File: src/rtl/mem_stage.sv
// mem_stage: memory-access stage of the 5-stage RISC-V pipeline.
// Decodes the EX/MEM values and drives the dmem/imem write ports and the UART
// strobes combinationally. It serves the MMIO status, UART and performance-counter
// space, and registers the results into the MEM/WB pipeline registers.
module mem_stage #(
    parameter int          DMEM_AW = 14,
    parameter logic [31:0] NOP     = 32'h0000_0013
) (
    input  logic               clk,
    input  logic               rst,
    input  logic [31:0]        mem_pc,
    input  logic [31:0]        mem_alu,
    input  logic [31:0]        mem_rd2,
    input  logic [31:0]        mem_inst,
    input  logic               mem_br_suc,
    output logic               dmem_en,
    output logic [3:0]         dmem_we,
    output logic [3:0]         imem_we,
    output logic [DMEM_AW-1:0] mem_addr,
    output logic [31:0]        mem_din,
    output logic [7:0]         uart_tx_data_in,
    output logic               uart_tx_data_in_valid,
    input  logic               uart_tx_data_in_ready,
    input  logic [7:0]         uart_rx_data_out,
    input  logic               uart_rx_data_out_valid,
    output logic               uart_rx_data_out_ready,
    output logic [31:0]        wb_pc,
    output logic [31:0]        wb_alu,
    output logic [31:0]        wb_mmio_rdata,
    output logic [31:0]        wb_inst
);

    localparam logic [6:0] OPC_LOAD   = 7'b0000011;
    localparam logic [6:0] OPC_STORE  = 7'b0100011;
    localparam logic [6:0] OPC_BRANCH = 7'b1100011;

    // MMIO word offsets relative to 0x8000_0000
    localparam logic [27:0] MMIO_UART_STAT = 28'h000_0000;
    localparam logic [27:0] MMIO_UART_RX   = 28'h000_0004;
    localparam logic [27:0] MMIO_UART_TX   = 28'h000_0008;
    localparam logic [27:0] MMIO_CYC_CNT   = 28'h000_0010;
    localparam logic [27:0] MMIO_INST_CNT  = 28'h000_0014;
    localparam logic [27:0] MMIO_CNT_CLR   = 28'h000_0018;
    localparam logic [27:0] MMIO_BR_CNT    = 28'h000_001C;
    localparam logic [27:0] MMIO_OK_CNT    = 28'h000_0020;

    // ------------------------------------------------------------------
    // Instruction / address decode
    // ------------------------------------------------------------------
    logic [6:0]  opcode;
    logic [1:0]  width;
    logic [1:0]  off;
    logic [27:0] mmio_off;
    logic        is_load;
    logic        is_store;
    logic        is_branch;
    logic        in_dmem;
    logic        in_imem;
    logic        in_mmio;
    logic        is_not_nop;

    assign opcode     = mem_inst[6:0];
    assign width      = mem_inst[13:12];
    assign off        = mem_alu[1:0];
    assign mmio_off   = mem_alu[27:0];
    assign is_load    = (opcode == OPC_LOAD);
    assign is_store   = (opcode == OPC_STORE);
    assign is_branch  = (opcode == OPC_BRANCH);
    assign in_dmem    = (mem_alu[31:28] == 4'b0001);
    assign in_imem    = (mem_alu[31:29] == 3'b001);
    assign in_mmio    = (mem_alu[31:28] == 4'b1000);
    assign is_not_nop = (mem_inst != NOP);

    // ------------------------------------------------------------------
    // Store byte mask; misaligned halves and words produce an empty mask,
    // which silently drops the store.
    // ------------------------------------------------------------------
    logic [3:0] store_mask;

    // Byte-enable pattern from access width and byte offset
    always_comb begin
        store_mask = 4'b0000;
        case (width)
            2'b00:   store_mask = 4'b0001 << off;
            2'b01:   store_mask = off[0] ? 4'b0000 : (4'b0011 << off);
            2'b10:   store_mask = (off == 2'b00) ? 4'b1111 : 4'b0000;
            default: store_mask = 4'b0000;
        endcase
    end

    assign mem_din  = mem_rd2 << {off, 3'b000};
    assign mem_addr = mem_alu[DMEM_AW+1:2];
    assign dmem_en  = (is_load | is_store) & in_dmem;
    assign dmem_we  = (is_store & in_dmem & ~rst) ? store_mask : 4'b0000;
    assign imem_we  = (is_store & in_imem & ~rst) ? store_mask : 4'b0000;

    // ------------------------------------------------------------------
    // MMIO side-effect strobes (suppressed while reset flushes the stage)
    // ------------------------------------------------------------------
    logic mmio_rd;
    logic mmio_wr;
    logic cnt_clr;

    assign mmio_rd = is_load & in_mmio & ~rst;
    assign mmio_wr = is_store & in_mmio & ~rst;
    assign cnt_clr = mmio_wr & (mmio_off == MMIO_CNT_CLR);

    assign uart_tx_data_in        = mem_rd2[7:0];
    assign uart_tx_data_in_valid  = mmio_wr & (mmio_off == MMIO_UART_TX);
    assign uart_rx_data_out_ready = mmio_rd & (mmio_off == MMIO_UART_RX);

    // ------------------------------------------------------------------
    // Performance counters
    // ------------------------------------------------------------------
    logic [31:0] cyc_cnt_q;
    logic [31:0] cyc_cnt_d;
    logic [31:0] inst_cnt_q;
    logic [31:0] inst_cnt_d;
    logic [31:0] br_cnt_q;
    logic [31:0] br_cnt_d;
    logic [31:0] ok_cnt_q;
    logic [31:0] ok_cnt_d;

    // Next counter values; a clear beats any increment in the same cycle
    always_comb begin
        cyc_cnt_d  = cyc_cnt_q + 32'd1;
        inst_cnt_d = inst_cnt_q + {31'd0, is_not_nop};
        br_cnt_d   = br_cnt_q + {31'd0, is_branch};
        ok_cnt_d   = ok_cnt_q + {31'd0, is_branch & mem_br_suc};
        if (cnt_clr) begin
            cyc_cnt_d  = 32'd0;
            inst_cnt_d = 32'd0;
            br_cnt_d   = 32'd0;
            ok_cnt_d   = 32'd0;
        end
    end

    // Counter registers
    always_ff @(posedge clk) begin
        if (rst) begin
            cyc_cnt_q  <= 32'd0;
            inst_cnt_q <= 32'd0;
            br_cnt_q   <= 32'd0;
            ok_cnt_q   <= 32'd0;
        end else begin
            cyc_cnt_q  <= cyc_cnt_d;
            inst_cnt_q <= inst_cnt_d;
            br_cnt_q   <= br_cnt_d;
            ok_cnt_q   <= ok_cnt_d;
        end
    end

    // ------------------------------------------------------------------
    // MMIO read mux; counters are read before this cycle's increment.
    // Anything other than a mapped MMIO load yields 0.
    // ------------------------------------------------------------------
    logic [31:0] mmio_rdata_d;

    // Select the MMIO read value for the current load
    always_comb begin
        mmio_rdata_d = 32'd0;
        if (mmio_rd) begin
            case (mmio_off)
                MMIO_UART_STAT: mmio_rdata_d = {30'd0, uart_rx_data_out_valid, uart_tx_data_in_ready};
                MMIO_UART_RX:   mmio_rdata_d = {24'd0, uart_rx_data_out};
                MMIO_CYC_CNT:   mmio_rdata_d = cyc_cnt_q;
                MMIO_INST_CNT:  mmio_rdata_d = inst_cnt_q;
                MMIO_BR_CNT:    mmio_rdata_d = br_cnt_q;
                MMIO_OK_CNT:    mmio_rdata_d = ok_cnt_q;
                default:        mmio_rdata_d = 32'd0;
            endcase
        end
    end

    // ------------------------------------------------------------------
    // MEM/WB pipeline registers
    // ------------------------------------------------------------------
    logic [31:0] wb_pc_q;
    logic [31:0] wb_alu_q;
    logic [31:0] wb_mmio_rdata_q;
    logic [31:0] wb_inst_q;

    // Capture the MEM results every cycle; reset injects a bubble
    always_ff @(posedge clk) begin
        if (rst) begin
            wb_pc_q         <= 32'd0;
            wb_alu_q        <= 32'd0;
            wb_mmio_rdata_q <= 32'd0;
            wb_inst_q       <= NOP;
        end else begin
            wb_pc_q         <= mem_pc;
            wb_alu_q        <= mem_alu;
            wb_mmio_rdata_q <= mmio_rdata_d;
            wb_inst_q       <= mem_inst;
        end
    end

    assign wb_pc         = wb_pc_q;
    assign wb_alu        = wb_alu_q;
    assign wb_mmio_rdata = wb_mmio_rdata_q;
    assign wb_inst       = wb_inst_q;

endmodule

File: config.mk
export PLATFORM = sky130hd
export DESIGN_NAME = mem_stage
export DESIGN_NICKNAME = d
export VERILOG_FILES = /design/src/rtl/mem_stage.sv
export SDC_FILE = /design/constraint.sdc
export NUM_CORES = 1
export LEC_CHECK = 0
export BUFFER_PORTS_ARGS = -buffer_cell sky130_fd_sc_hd__buf_2
export CAP_MARGIN = 30
export CORE_ASPECT_RATIO = 1.25
export CORE_MARGIN = 3
export CORE_UTILIZATION = 52
export DETAILED_ROUTE_END_ITERATION = 12
export PLACE_DENSITY = 0.83
export SLEW_MARGIN = 10
export SYNTH_ARGS = -nofsm -noshare
export SYNTH_HDL_FRONTEND = slang
export SYNTH_SLANG_ARGS = --single-unit
File: constraint.sdc
create_clock -name clk -period 3.5 [get_ports clk]
set_clock_uncertainty 0.05 [all_clocks]
set_input_delay 0.35 -clock clk [delete_from_list [all_inputs] [get_ports clk]]
set_output_delay 0.35 -clock clk [all_outputs]
set_load 0.01 [all_outputs]
Word-level counts from Yosys, hierarchy flattened
Cells that the tools add are included. W data, S select, Z words.

Output and inout bits: 193. Input bits: 141. Register bits: 256.

Bitwise logic cells: 16. Mux-type cells: 6. Equal/unequal tests: 16. Add/sub/neg operators: 4. Shifts and indexed selects: 3. Reductions and logical operators: 5.

Operator list (count): $pmux W32 S6 (1); $eq A28 B5 Y1 const B (4); $add A32 B1 Y32 (3); $add A32 B1 Y32 const B (1); $ne A32 B5 Y1 const B (1); $shl A32 B5 Y32 (1); $eq A28 B3 Y1 const B (1); $eq A28 B4 Y1 const B (1); $eq A28 B6 Y1 const B (1); $logic_not A28 Y1 (1); $mux W4 (4); $and A1 B1 Y1 (13); $pmux W4 S3 (1); $eq A7 B2 Y1 const B (1); $eq A7 B6 Y1 const B (1); $eq A7 B7 Y1 const B (1); $eq A4 B1 Y1 const B (1); $eq A4 B4 Y1 const B (1); $logic_not A2 Y1 (2); $reduce_or A2 Y1 (2); $shl A1 B2 Y4 const A (1); $shl A2 B2 Y4 const A (1); $eq A3 B1 Y1 const B (1); $eq A2 B1 Y1 const B (1); 3 further kinds (4).

Logic depth before layout (Yosys ltp)
Gate-level depths: netlist (run 1).

Word-level depth: 5. Gate-level depth with buffers: 11. Gate-level depth less buffers: 9.

Least setup slack after synthesis (run 1)
OpenSTA, ideal clock, no wires.

Path type: input -> register. From: input mem_inst[2]. To: register br_cnt_q[30]. Stages: 9. Path slack: 716 ps. Data arrival time: 2654 ps. Cells stage by stage: nand4bb_1 > nor2_1 > ha_1 > ha_1 > nand4_1 > or4_4 > buf_6 > or4_4 > a211oi_2.

Cells in the longest elaborated chain, start to end: 5.

Ends and longest elaborated chain: start: declaration (RTL line 14) `input logic [31:0] mem_inst,`; parallel branches: the longest is 5 deep, another holds $add A32 B1 Y32; end signal: assignment (RTL line 148) `br_cnt_q <= br_cnt_d;`; end: declaration (RTL line 119) `logic [31:0] br_cnt_q;`.

Parallel ways; which one is timed is not known. A chain may end at the register's enable or synchronous reset.

Final worst setup path (run 1)
From: input mem_inst[0]. To: output dmem_we[0].

Cells in the longest elaborated chain, start to end: 4.

Ends and longest elaborated chain: $eq A7 B6 Y1 (RTL line 67) `assign is_store = (opcode == OPC_STORE);`; $and A1 B1 Y1 (2 in series) (RTL line 94) `assign dmem_we = (is_store & in_dmem & ~rst) ? store_mask : 4'b0000;`; $mux W4 (RTL line 94); end: declaration (RTL line 17) `output logic [3:0] dmem_we,`.

Every way passes these cells.

==> results of run 1 <==
## worst max-delay path, cell delays in order
cell,delay (ps)
dlygate4sd3_1,520
buf_2,100
nand4bb_1,250
nor4_1,680
nand2_1,230
a2111oi_0,410
buf_4,230
buf_2,130
## per-layer routing
metal | up-vias | share of wire [%] | GRT usage [%]
met5 | - | 0 | 0
met4 | 0 | 3.1 | 8.97
met3 | 72 | 7.3 | 4.90
met2 | 491 | 49 | 51.8
met1 | 5437 | 40 | 39.1
li1 | 5267 | - | -
## state kept, by name (all words and copies together) (netlist names)
register,flops
br_cnt_q,32
cyc_cnt_q,32
inst_cnt_q,32
ok_cnt_q,32
wb_alu,32
wb_inst,32
wb_mmio_rdata,32
wb_pc,32
## synth_stat cells, types with 3 or more instances
cell type | instances | area share [%]
nor2_1 | 27 | 0.87
o31ai_1 | 40 | 2.6
a21oi_1 | 13 | 0.56
or4_4 | 3 | 0.29
nand3b_1 | 4 | 0.26
nor2b_1 | 100 | 5.4
a22o_1 | 15 | 1.1
clkbuf_1 | 78 | 2.5
mux2i_1 | 35 | 3.0
dfxtp_1 | 256 | 44
or4_1 | 49 | 3.2
xor2_1 | 26 | 2.0
a211oi_1 | 86 | 5.6
or2_2 | 10 | 0.54
nand2_1 | 48 | 1.6
nor4b_1 | 3 | 0.23
inv_1 | 20 | 0.65
o21ai_0 | 38 | 1.6
buf_4 | 22 | 1.4
a221oi_1 | 15 | 1.1
a22oi_1 | 21 | 1.4
and4_1 | 15 | 1.1
and2_1 | 11 | 0.59
buf_1 | 7 | 0.23
or3_1 | 34 | 1.8
nand3_1 | 45 | 1.9
a211oi_2 | 6 | 0.65
nor3_1 | 99 | 4.3
and3_1 | 9 | 0.49
buf_2 | 15 | 0.65
nor3b_1 | 8 | 0.52
ha_1 | 7 | 0.76
nand4_1 | 34 | 1.8
nor4_1 | 17 | 0.92
xnor2_1 | 26 | 2.0
## final timing paths
path	end	slack, ps	startpoint
min reg2reg	inst_cnt_q[31]	440	inst_cnt_q[31]
min	wb_alu[16]	5	mem_alu[16]
max	dmem_we[0]	190	mem_inst[0]
max reg2reg	cyc_cnt_q[30]	890	cyc_cnt_q[0]
## layout make-up
type | count | area [um^2] | area share, %
sequential | 256 | 5120 | 35.6
antenna | 2 | 5.00 | 0.0347
clock inverter | 17 | 280 | 1.95
timing repair buffer | 377 | 2080 | 14.5
clock buffer | 29 | 661 | 4.59
multi-input combinational | 867 | 5830 | 40.5
tap | 279 | 349 | 2.42
inverter | 20 | 75.1 | 0.521
## report_power, final
group          switching, mW  total, mW  internal [mW]  leakage, nW
combinational          0.302      0.522          0.219         2.91
clock                   1.18       3.06           1.88        0.445
sequential            0.0268       3.00           2.98         2.09
## logic make-up (layout without fill, tap and decap cells)
| logic type | after synthesis | after routing | share of synthesized area [%] |
|---|---|---|---|
| AOI/OAI and AO/OA | 242 | 242 | 15.2 |
| xor gates and xnor gates | 52 | 52 | 3.93 |
| adders and majority gates | 7 | 7 | 0.755 |
| buffers and inverters | 144 | 443 | 5.61 |
| DFF | 256 | 256 | 44.2 |
| muxes | 35 | 35 | 3.02 |
| other | 0 | 2 | 0 |
| and+or+nand+nor | 531 | 531 | 27.3 |
==> out/metrics.cfg, run 1 <==
[logic_synthesis]
synth_nets = 1415
synthFlopType = dfxtp_1
syn_area_mm2 = 0.0116
ys_seq_elements = 256
synth_edf_count = 0
synth.yosys.seq_area_share_pct = 44.2
postSynthCellCount = 1267
yosys_warnings = 0
avgSynthCellArea_um2 = 9.15
synthArstFlopShare_pct = 0
synth_cell_type_count = 55

[sta]
setup_viol = 0
finalSetupTns_ps = 0
maxSlewViolCount = 0
post-route-period-util_pct = 94.5
rsz0062_at_grt = false
max-slew-margin-rel_pct = 28.2
hold_ws_ps = 5.30
hold_viol = 0
tightest_slew_ps = 1080
min_period_ps = 3310
max_freq_ghz = 0.302
finalWorstSetupSlack_ps = 193

[clock_network]
post_cts_buffers = 0
htree_levels = 1
clkTransAtPathRegs_ps = 70
cts-root-buf = clkbuf_16
postCtsHoldBufs = 21
clkSinkCount = 256
cts_resized = 0
cts_tree = yes
clk_latency_ps = 530
cts_made_buffers = 25
clk_path_buf_depth = 3

[detailed_routing]
wl_per_cell_um = 21.2
wirelength_um = 39100
drc_errors = 0
vias = 11300
postRouteAntennaNets = 0
first_pass_iters = 5
vias_per_cell = 6.10
drt-initial-drc-count = 1191

[cells_and_area]
area_growth_pct = 24.3
drive_above_1_share_pct = 27.4
fin_area_mm2 = 0.0144
fillers = 1710
layout_commonest_cell = buf_2
layout.nets = 1695
final_util_pct = 66.4
layout_common_cells = buf_2 (332), dfxtp_1 (256), nor2b_1 (100)
final_cell_count_no_fill = 1847

[worst_hold_path]
hp-class = input port to flop
holdPathStages = 2

[floorplan]
io_pins = 334
die_w_um = 140
initial_core_util_pct = 53.4
dieArea_mm2 = 0.0241
die_height_um = 173
core-area_mm2 = 0.0217
fp-row-count = 60

[setup_path]
path_max_fanout = 5
path_class = input port to primary output
cp-end-kind = primary output
required_ps = 3100
reg2regPathDepth = 5
startpoint_type = input port
arrival_ps = 2910

[global_routing]
grtUsageTotal_pct = 30.1
overflow = 0
grt_start_max_net_pins = 224
antenna_found_initial = 3
grt_pass1_vias = 10600
grt_pass1_wl_um = 59300

[power_and_ir_drop]
p_total_mw = 6.59
power_leakage_nw = 5.44
powerDensity_mw_per_mm2 = 457
peakVddDrop_v = 0.000396

[placed_design]
gp_congestion = 0.959
portBuffers = 333
pre_cts_slack_ps = 281
dp_hpwl_um = 27300
placed_cells = 1777
placed_area_mm2 = 0.0132

[run]
cap_violations = 0

[outcome]
status = finished, final reports clean

No activity file was read; power rests on OpenSTA's default activity.
==> run 2, diff against run 1 <==
--- a/config.mk
+++ b/config.mk
@@ -11,6 +11,8 @@
 export CORE_MARGIN = 3
 export CORE_UTILIZATION = 52
 export DETAILED_ROUTE_END_ITERATION = 12
+export GPL_ROUTABILITY_DRIVEN = 0
+export HOLD_SLACK_MARGIN = 0.02
 export PLACE_DENSITY = 0.83
 export SLEW_MARGIN = 10
 export SYNTH_ARGS = -nofsm -noshare
==> out/metrics.cfg, run 2 (synthesis gave the netlist of run 1 again) <==
[cells_and_area]
layout_common_cells = buf_2 (332), dfxtp_1 (256), nor2b_1 (100)  ; unchanged
layout_commonest_cell = buf_2  ; unchanged
fillers = 1620  ; was 1710
area_growth_pct = 28.1  ; was 24.3%
final_util_pct = 68.4  ; was 66.4%
layout.nets = 1736  ; was 1695
drive_above_1_share_pct = 26.8  ; was 27.4%

[sta]
min_period_ps = 3410  ; was 3310 ps
max_freq_ghz = 0.294  ; was 0.302 GHz
setup_viol = 0  ; unchanged
tightest_slew_ps = 988  ; was 1080 ps
finalSetupTns_ps = 0  ; unchanged
maxSlewViolCount = 0  ; unchanged
post-route-period-util_pct = 97.3  ; was 94.5%
hold_viol = 0  ; unchanged
rsz0062_at_grt = false  ; unchanged
max-slew-margin-rel_pct = 34.1  ; was 28.2%

[global_routing]
antenna_found_initial = 4  ; was 3
grt_pass1_vias = 11100  ; was 10600
grt_pass1_wl_um = 63300  ; was 59300 um
grt_start_max_net_pins = 129  ; was 224
grtUsageTotal_pct = 32.1  ; was 30.1%
overflow = 0  ; unchanged

[setup_path]
arrival_ps = 3010  ; was 2910 ps
required_ps = 3100  ; about the same
slowest_stage = or3_1  ; was nor4_1
worstPathCellList = dlygate4sd3_1 -> buf_2 -> or3_1 -> nand4bb_1 -> or3_1 -> nor2_1 -> buf_2  ; was dlygate4sd3_1 -> buf_2 -> nand4bb_1 -> nor4_1 -> nand2_1 -> a2111oi_0 -> buf_4 -> buf_2
startpoint_type = input port  ; unchanged
path_class = input port to primary output  ; unchanged
path_max_fanout = 25  ; was 5
slowest_delay_ps = 770  ; was 680 ps
cp-end-kind = primary output  ; unchanged

[power_and_ir_drop]
peakVddDrop_v = 0.000436  ; was 0.000396 V
seqPwrFrac_pct = 45.1  ; was 45.6%
power.share.combinational_pct = 8.6  ; was 7.9%
powerDensity_mw_per_mm2 = 449  ; was 457 mW/mm^2
clkPwrFrac_pct = 46.3  ; was 46.5%
p_int_mw = 5.13  ; was 5.08 mW
power_leakage_nw = 5.62  ; was 5.44 nW
p_switching_mw = 1.54  ; was 1.51 mW
switching_share_pct = 23.0  ; about the same

[floorplan]
io_pins = 334  ; unchanged
dieArea_mm2 = 0.0241  ; unchanged
die_w_um = 140  ; unchanged
initial_core_util_pct = 53.4  ; unchanged
die_height_um = 173  ; unchanged
core-area_mm2 = 0.0217  ; unchanged
fp-row-count = 60  ; unchanged

[clock_network]
clk_latency_ps = 530  ; about the same
clk_path_buf_depth = 3  ; unchanged
cts_tree = yes  ; unchanged
htree_levels = 1  ; unchanged
cts-root-buf = clkbuf_16  ; unchanged
clkSinkCount = 256  ; unchanged
clkTransAtPathRegs_ps = 60  ; was 70 ps
cts_made_buffers = 26  ; was 25

[placed_design]
dp_hpwl_um = 27800  ; was 27300 um
portBuffers = 333  ; unchanged

[detailed_routing]
first_pass_iters = 7  ; was 5
vias_per_cell = 6.22  ; was 6.10
drt-initial-drc-count = 1273  ; was 1191
wl_per_cell_um = 21.8  ; was 21.2 um
drc_errors = 0  ; unchanged
postRouteAntennaNets = 0  ; unchanged
vias = 11800  ; was 11300
wirelength_um = 41300  ; was 39100 um

[worst_hold_path]
hp-class = input port to flop  ; unchanged

[outcome]
status = finished, final reports clean  ; unchanged

[run]
cap_violations = 0  ; unchanged

==> run 2: final timing paths <==
path                   from                      to  slack, ps  cells after the start
max reg2reg     br_cnt_q[0]            br_cnt_q[28]        910                      6
min reg2reg  inst_cnt_q[31]          inst_cnt_q[31]        450                      2
max             mem_inst[4]  uart_rx_data_out_ready         90                      7
min              mem_alu[9]               wb_alu[9]         40                      2
==> run 2: cell type report <==
type	instances	area [um^2]	area share, %
Clock inverter	12	198	1.33
Antenna cell	3	7.51	0.0506
Clock buffer	35	766	5.16
Sequential cell	256	5120	34.5
Tap cell	279	349	2.35
Inverter	20	75.1	0.506
Timing Repair Buffer	417	2490	16.8
Multi-Input combinational cell	867	5830	39.3
==> run 2: layer usage <==
layer / share of wire [%] / routed length (um) / global-route usage (%)
met1: 38 / 15800 / 40.5
met2: 47 / 19500 / 52.4
met3: 9.0 / 3710 / 7.16
met4: 5.5 / 2270 / 15.0
met5: 0 / 0 / 0
==> run 2: through the flow <==
step | cell area, um^2 | hold slack (ps) | total power [mW] | setup slack [ps] | instances
floorplan | 11600 | 404 | 3.31 | 716 | 1267
global placement | 13200 | 422 | 3.55 | 342 | 1776
detailed placement | 13200 | 433 | 3.56 | 252 | 1777
CTS | 14800 | 21.6 | 6.65 | 169 | 1886
global route | 14800 | 29.0 | 6.85 | 8.78 | 1888
finish | 14800 | 37.3 | 6.67 | 93.3 | 1889
==> run 2: timing repair <==
action                                  CTS  global route
endpoints found under the setup margin    0             1
hold buffers                             62             0
setup buffers                             0             0
hold endpoints to repair                 62             0
resized for setup                         0             1
==> run 2: power groups by stage <==
stage	Combinational, mW	Clock, mW	Sequential (mW)
6_report	0.576	3.09	3.00
5_1_grt	0.604	3.24	3.01
4_1_cts	0.552	3.10	3.00
3_5_place_dp	0.492	0	3.07
3_3_place_gp	0.481	0	3.06
2_1_floorplan	0.217	0	3.10
==> run 2: worst max-delay path, delay by kind of cell <==
family / cells / cell delay, ps
AND/OR/NAND/NOR: 4 / 1780
buffers and inverters: 3 / 880
